### src/rtl/buffer_dma_mst.sv
// buffer_dma_mst
// AXI4 write master that moves one tile of BEATS_g words from a streaming
// source into one of two double-buffered systolic-array input buffers.
// It picks a free buffer, issues a one-cycle grant, then performs a single
// INCR burst (AW, W, B) to that buffer's base address.
//
// Ports:
//   clk_i, rst_i            clock, asynchronous active-high reset
//   start_i                 request one tile (sampled in IDLE only)
//   busy_o, done_o, err_o   status; done_o/err_o are one-cycle pulses
//   buf_sel_o               buffer currently / last filled
//   src_valid_i/src_ready_o/src_data_i   source word stream
//   buf_available_i         per-buffer free status
//   buf_grant_o             one-hot single-cycle grant pulse
//   m_axi_aw*, m_axi_w*, m_axi_b*         AXI4 write channels
module buffer_dma_mst #(
   parameter int                  AXI_DW_g    = 64,
   parameter int                  AXI_AW_g    = 32,
   parameter int                  BEATS_g     = 16,
   parameter logic [AXI_AW_g-1:0] BUF0_BASE_g = 'h0000_0000,
   parameter logic [AXI_AW_g-1:0] BUF1_BASE_g = 'h0000_1000
) (
   input  logic                  clk_i,
   input  logic                  rst_i,
   input  logic                  start_i,
   output logic                  busy_o,
   output logic                  done_o,
   output logic                  err_o,
   output logic                  buf_sel_o,
   input  logic                  src_valid_i,
   output logic                  src_ready_o,
   input  logic [AXI_DW_g-1:0]   src_data_i,
   input  logic [1:0]            buf_available_i,
   output logic [1:0]            buf_grant_o,
   output logic                  m_axi_awvalid_o,
   input  logic                  m_axi_awready_i,
   output logic [AXI_AW_g-1:0]   m_axi_awaddr_o,
   output logic [7:0]            m_axi_awlen_o,
   output logic [2:0]            m_axi_awsize_o,
   output logic [1:0]            m_axi_awburst_o,
   output logic                  m_axi_wvalid_o,
   input  logic                  m_axi_wready_i,
   output logic [AXI_DW_g-1:0]   m_axi_wdata_o,
   output logic [AXI_DW_g/8-1:0] m_axi_wstrb_o,
   output logic                  m_axi_wlast_o,
   input  logic                  m_axi_bvalid_i,
   output logic                  m_axi_bready_o,
   input  logic [1:0]            m_axi_bresp_i
);

   localparam int            CW      = $clog2(BEATS_g) + 1;
   localparam logic [CW-1:0] BEATS_C = CW'(BEATS_g);
   localparam logic [CW-1:0] LAST_C  = CW'(BEATS_g - 1);
   localparam logic [CW-1:0] ONE_C   = CW'(1);

   typedef enum logic [2:0] {
      ST_IDLE, ST_SELECT, ST_GRANT, ST_ADDR, ST_DATA, ST_RESP
   } state_t;

   state_t                state_reg;
   logic                  last_buf_reg;
   logic                  buf_sel_reg;
   logic [1:0]            grant_reg;
   logic                  awvalid_reg;
   logic [AXI_AW_g-1:0]   awaddr_reg;
   logic                  wvalid_reg;
   logic [AXI_DW_g-1:0]   wdata_reg;
   logic [CW-1:0]         loaded_cnt_reg;
   logic [CW-1:0]         sent_cnt_reg;
   logic                  bready_reg;
   logic                  done_reg;
   logic                  err_reg;

   logic src_ready;
   logic src_load;
   logic w_hs;
   logic wlast;
   logic pick;

   // The single output register may take a new word when it is empty or is
   // being drained this cycle, which gives one beat per cycle when streaming.
   assign src_ready = (state_reg == ST_DATA) && (!wvalid_reg || m_axi_wready_i) &&
                      (loaded_cnt_reg < BEATS_C);
   assign src_load  = src_valid_i && src_ready;
   assign w_hs      = wvalid_reg && m_axi_wready_i;
   assign wlast     = wvalid_reg && (sent_cnt_reg == LAST_C);

   // Alternate when both buffers are free, otherwise take the free one.
   assign pick = (&buf_available_i) ? ~last_buf_reg : buf_available_i[1];

   always_ff @(posedge clk_i or posedge rst_i) begin
      if (rst_i) begin
         state_reg      <= ST_IDLE;
         last_buf_reg   <= 1'b1;
         buf_sel_reg    <= 1'b0;
         grant_reg      <= 2'b00;
         awvalid_reg    <= 1'b0;
         awaddr_reg     <= '0;
         wvalid_reg     <= 1'b0;
         wdata_reg      <= '0;
         loaded_cnt_reg <= '0;
         sent_cnt_reg   <= '0;
         bready_reg     <= 1'b0;
         done_reg       <= 1'b0;
         err_reg        <= 1'b0;
      end else begin
         done_reg  <= 1'b0;
         err_reg   <= 1'b0;
         grant_reg <= 2'b00;
         case (state_reg)
            ST_IDLE: begin
               if (start_i) state_reg <= ST_SELECT;
            end
            ST_SELECT: begin
               if (|buf_available_i) begin
                  buf_sel_reg  <= pick;
                  last_buf_reg <= pick;
                  grant_reg[0] <= ~pick;
                  grant_reg[1] <= pick;
                  state_reg    <= ST_GRANT;
               end
            end
            ST_GRANT: begin
               awvalid_reg    <= 1'b1;
               awaddr_reg     <= buf_sel_reg ? BUF1_BASE_g : BUF0_BASE_g;
               loaded_cnt_reg <= '0;
               sent_cnt_reg   <= '0;
               state_reg      <= ST_ADDR;
            end
            ST_ADDR: begin
               if (m_axi_awready_i) begin
                  awvalid_reg <= 1'b0;
                  state_reg   <= ST_DATA;
               end
            end
            ST_DATA: begin
               if (src_load) begin
                  wdata_reg      <= src_data_i;
                  wvalid_reg     <= 1'b1;
                  loaded_cnt_reg <= loaded_cnt_reg + ONE_C;
               end else if (w_hs) begin
                  wvalid_reg <= 1'b0;
               end
               if (w_hs) begin
                  sent_cnt_reg <= sent_cnt_reg + ONE_C;
                  if (wlast) begin
                     bready_reg <= 1'b1;
                     state_reg  <= ST_RESP;
                  end
               end
            end
            ST_RESP: begin
               if (m_axi_bvalid_i) begin
                  bready_reg <= 1'b0;
                  done_reg   <= 1'b1;
                  err_reg    <= |m_axi_bresp_i;
                  state_reg  <= ST_IDLE;
               end
            end
            default: state_reg <= ST_IDLE;
         endcase
      end
   end

   // Full-width writes only.
   genvar gi;
   generate
      for (gi = 0; gi < AXI_DW_g/8; gi++) begin : g_strb
         assign m_axi_wstrb_o[gi] = 1'b1;
      end
   endgenerate

   assign busy_o          = (state_reg != ST_IDLE);
   assign done_o          = done_reg;
   assign err_o           = err_reg;
   assign buf_sel_o       = buf_sel_reg;
   assign src_ready_o     = src_ready;
   assign buf_grant_o     = grant_reg;
   assign m_axi_awvalid_o = awvalid_reg;
   assign m_axi_awaddr_o  = awaddr_reg;
   assign m_axi_awlen_o   = 8'(BEATS_g - 1);
   assign m_axi_awsize_o  = 3'd3;
   assign m_axi_awburst_o = 2'b01;
   assign m_axi_wvalid_o  = wvalid_reg;
   assign m_axi_wdata_o   = wdata_reg;
   assign m_axi_wlast_o   = wlast;
   assign m_axi_bready_o  = bready_reg;

endmodule

### config.mk
export PLATFORM = sky130hd
export DESIGN_NAME = buffer_dma_mst
export DESIGN_NICKNAME = d
export VERILOG_FILES = /design/src/rtl/buffer_dma_mst.sv
export SDC_FILE = /design/constraint.sdc
export NUM_CORES = 1
export LEC_CHECK = 0
export ABC_AREA = 0
export BUFFER_PORTS_ARGS = -buffer_cell sky130_fd_sc_hd__buf_2
export CAP_MARGIN = 5
export CORE_ASPECT_RATIO = 1.25
export CORE_MARGIN = 8
export CORE_UTILIZATION = 46
export DETAILED_ROUTE_END_ITERATION = 8
export PLACE_DENSITY = 0.86
export SLEW_MARGIN = 20
export SYNTH_ARGS = -nofsm -noshare
export SYNTH_HDL_FRONTEND = slang
export SYNTH_SLANG_ARGS = --single-unit
### constraint.sdc
create_clock -name clk_i -period 2.74 [get_ports clk_i]
set_input_delay 0.274 -clock clk_i [delete_from_list [all_inputs] [get_ports clk_i]]
set_output_delay 0.274 -clock clk_i [all_outputs]
set_load 0.01 [all_outputs]
==> impl_metrics.csv <==
group,metric,value,unit
clock_network,cts_tree,"done",
global_route,antenna_found_initial,0,
global_route,grt_overflow,0,
sta,worst_slew_pin_slew,879,ps
status,status,"finished clean",
sta,slew_viol_final,0,
placement,gp_congestion,0.848,
synth,synthesis.area,4000,sq um
pwr,p_per_area,986,nW/um^2
global_route,grt_max_degree,52,
worst_setup_path,cp.arrival,2290,ps
routing,postRouteWirelength,9670,microns
floorplan,initial_core_util,46.7,%
sta,timing.slew.headroom,41.4,%
placement,placed_cells,686,
synth,syn_area_per_cell,8.82,sq um
layout,final_common_cell,"nand2_1",
sta,tns,0,ps
layout,fin_cells,702,
clock_network,clk_pin_slew,80,ps
clock_network,cts_resized,0,
routing,vias_per_cell,4.61,
placement,port_buffers,150,
global_route,grt_pass1_vias,3341,
floorplan,die_width,99.4,microns
worst_setup_path,r2r_end,"m_axi_wdata_o[58]",
synth,syn_inst,453,
layout,multi_input_area,1470,sq um
layout,antenna_cells,0,
sta,max_freq,500,MHz
floorplan,core_region_area,8560,sq um
layout,largest_reg_flops,64,
floorplan,rows,38,
worst_setup_path,path_max_fanout,24,
sta,setup_viol_count_final,0,
routing,drt_iter0_drc,133,
clock_network,ctsHtreeMaxLevel,3,
worst_setup_path,worst_path_max_delay_cell,"dfrtp_1",
floorplan,chipHeight,120,microns
worst_setup_path,ff2ff_setup_slack,740,ps
clock_network,cts-hold-fix-buffers,0,
clock_network,root_buffer,"clkbuf_8",
worst_setup_path,cp_top_family,"simple AND/OR/NAND/NOR gates",
sta,period_needed,2000,ps
sta,hold_viol,0,
worst_setup_path,critPathKind,"flip-flop to flip-flop",
worst_setup_path,r2r-start,"state_reg[0]",
routing,drc,0,
pwr,p_leak,2.87,nW
synth,ys_seq_area_share,54.5,%
floorplan,pin_count,203,
job,maxCapViolations,0,
layout,drive_gt1_share,29.7,%
layout,area_growth,21.8,%
layout,seq_area,2180,sq um
clock_network,cts_made_buffers,9,
clock_network,cts_setup_buffers,0,
clock_network,cts_buffer_depth,2,
sta,fin_crit_sh,73.0,%
placement,post-dp-hpwl,7450,microns
worst_setup_path,cpMostUsedCell,"nand2_1",
global_route,grt_pass1_wl,15800,microns
synth,yosys_warnings,0,
floorplan,die-area,11900,sq um
sta,fin_skew,9.45,ps
worst_setup_path,startpoint_type,"flip-flop",
routing,wire_per_inst,13.8,microns
global_route,track_usage,16.2,%
layout,layout.nets,675,
routing,drt.antenna.violating_nets,0,
layout,nFillCells,793,
pwr,p_total,4.80,mW
hold_path,hold_class,"primary input to async pin",
worst_setup_path,worstPathCellList,"nor4b_4 -> and3_2 -> buf_4 -> nand2_1 -> nand2_1",
clock_network,clkLatencyLatePin,360,ps
worst_setup_path,path_buf_inv,1,
pwr,ir_drop,0.495,mV
synth,yosysUniqueCellTypes,34,
routing,drt-pass1-iter-count,4,
sta,rsz0062_at_grt,"false",
worst_setup_path,rr_worst_depth,5,
synth,synth_seq_cells,87,
worst_setup_path,endpoint_kind,"flip-flop",
layout,final_cell_mix,"nand2_1 (206), buf_2 (150), dfrtp_1 (86)",
worst_setup_path,required,3030,ps
clock_network,cts.sinks,87,
routing,vias,3235,
worst_setup_path,max_stage_delay,570,ps
==> per-layer routing <==
layer,part of all wire [%],up-vias,global-route usage (%)
li1,-,1595,-
met1,38,1500,17.6
met2,51,126,28.2
met3,9.1,14,5.06
met4,1.8,0,7.69
met5,0,-,0
==> cells in the mapped netlist (all sizes together) <==
master,n,area [sq um]
and3,3,18.8
or3,2,12.5
conb,2,7.51
nor2b,3,18.8
nor4b,1,23.8
nor3,1,5.00
dfstp,1,26.3
or4,1,7.51
nor4,1,6.26
a21oi,4,20.0
and2,1,6.26
mux2,1,11.3
a31oi,1,6.26
nand3,18,90.1
a21o,1,7.51
nand4,1,6.26
xor2,2,17.5
nand2,206,773
ha,3,37.5
or3b,1,8.76
nor2,9,33.8
nor3b,3,22.5
dfrtp,86,2150
buf,68,497
o2bb2ai,1,8.76
o211ai,5,37.5
nand3b,2,15.0
o21ai,7,35.0
inv,7,26.3
clkbuf,5,18.8
nand2b,6,37.5
==> how the worst max path moves through the flow <==
stage	start	endpoint	slack [ps]	cells after the start
finish	state_reg[0]	m_axi_wdata_o[58]	740	5
global route	state_reg[0]	m_axi_wdata_o[58]	590	5
CTS	state_reg[0]	m_axi_wdata_o[58]	740	5
detailed placement	state_reg[0]	m_axi_wdata_o[58]	760	5
global placement	state_reg[0]	m_axi_wdata_o[50]	860	5
floorplan	rst_i	buf_grant_o[0]	220	1
==> through the flow <==
step	hold WS (ps)	util [%]	cell area [sq um]	setup WS (ps)
final	57.8	56.9	4870	739
after global placement	454	54.0	4620	860
after CTS	82.3	56.9	4870	736
after global routing	97.9	56.9	4870	591
after detailed placement	456	54.0	4620	757
after floorplan	363	-	4180	217
==> final cells by class <==
cell class,count,share of cell area [%]
Clock buffer,10,2.83
Clock inverter,6,2.21
Inverter,7,0.566
Multi-Input combinational cell,336,30.2
Sequential cell,87,44.8
Tap cell,100,2.57
Timing Repair Buffer,156,16.9
==> where the power goes <==
| part | leakage, nW | internal [mW] | total (mW) | switching, mW |
|---|---|---|---|---|
| Clock | 0.122 | 0.627 | 1.07 | 0.447 |
| Sequential | 1.12 | 1.77 | 2.09 | 0.318 |
| Combinational | 1.63 | 0.674 | 1.64 | 0.965 |
| Total | 2.87 | 3.07 | 4.80 | 1.73 |
==> kinds of logic after synthesis <==
group	count (synthesis)	share of synthesized area [%]
flip-flops	87	54.5
AND/OR/NAND/NOR	259	27.2
XOR/XNOR	2	0.439
adder cells (fa/ha/maj)	3	0.940
multiplexers	1	0.282
buffers and inverters	80	13.6
other	2	0.188
AO/OA/AOI/OAI	19	2.88
(Power assumes the default switching activity.)
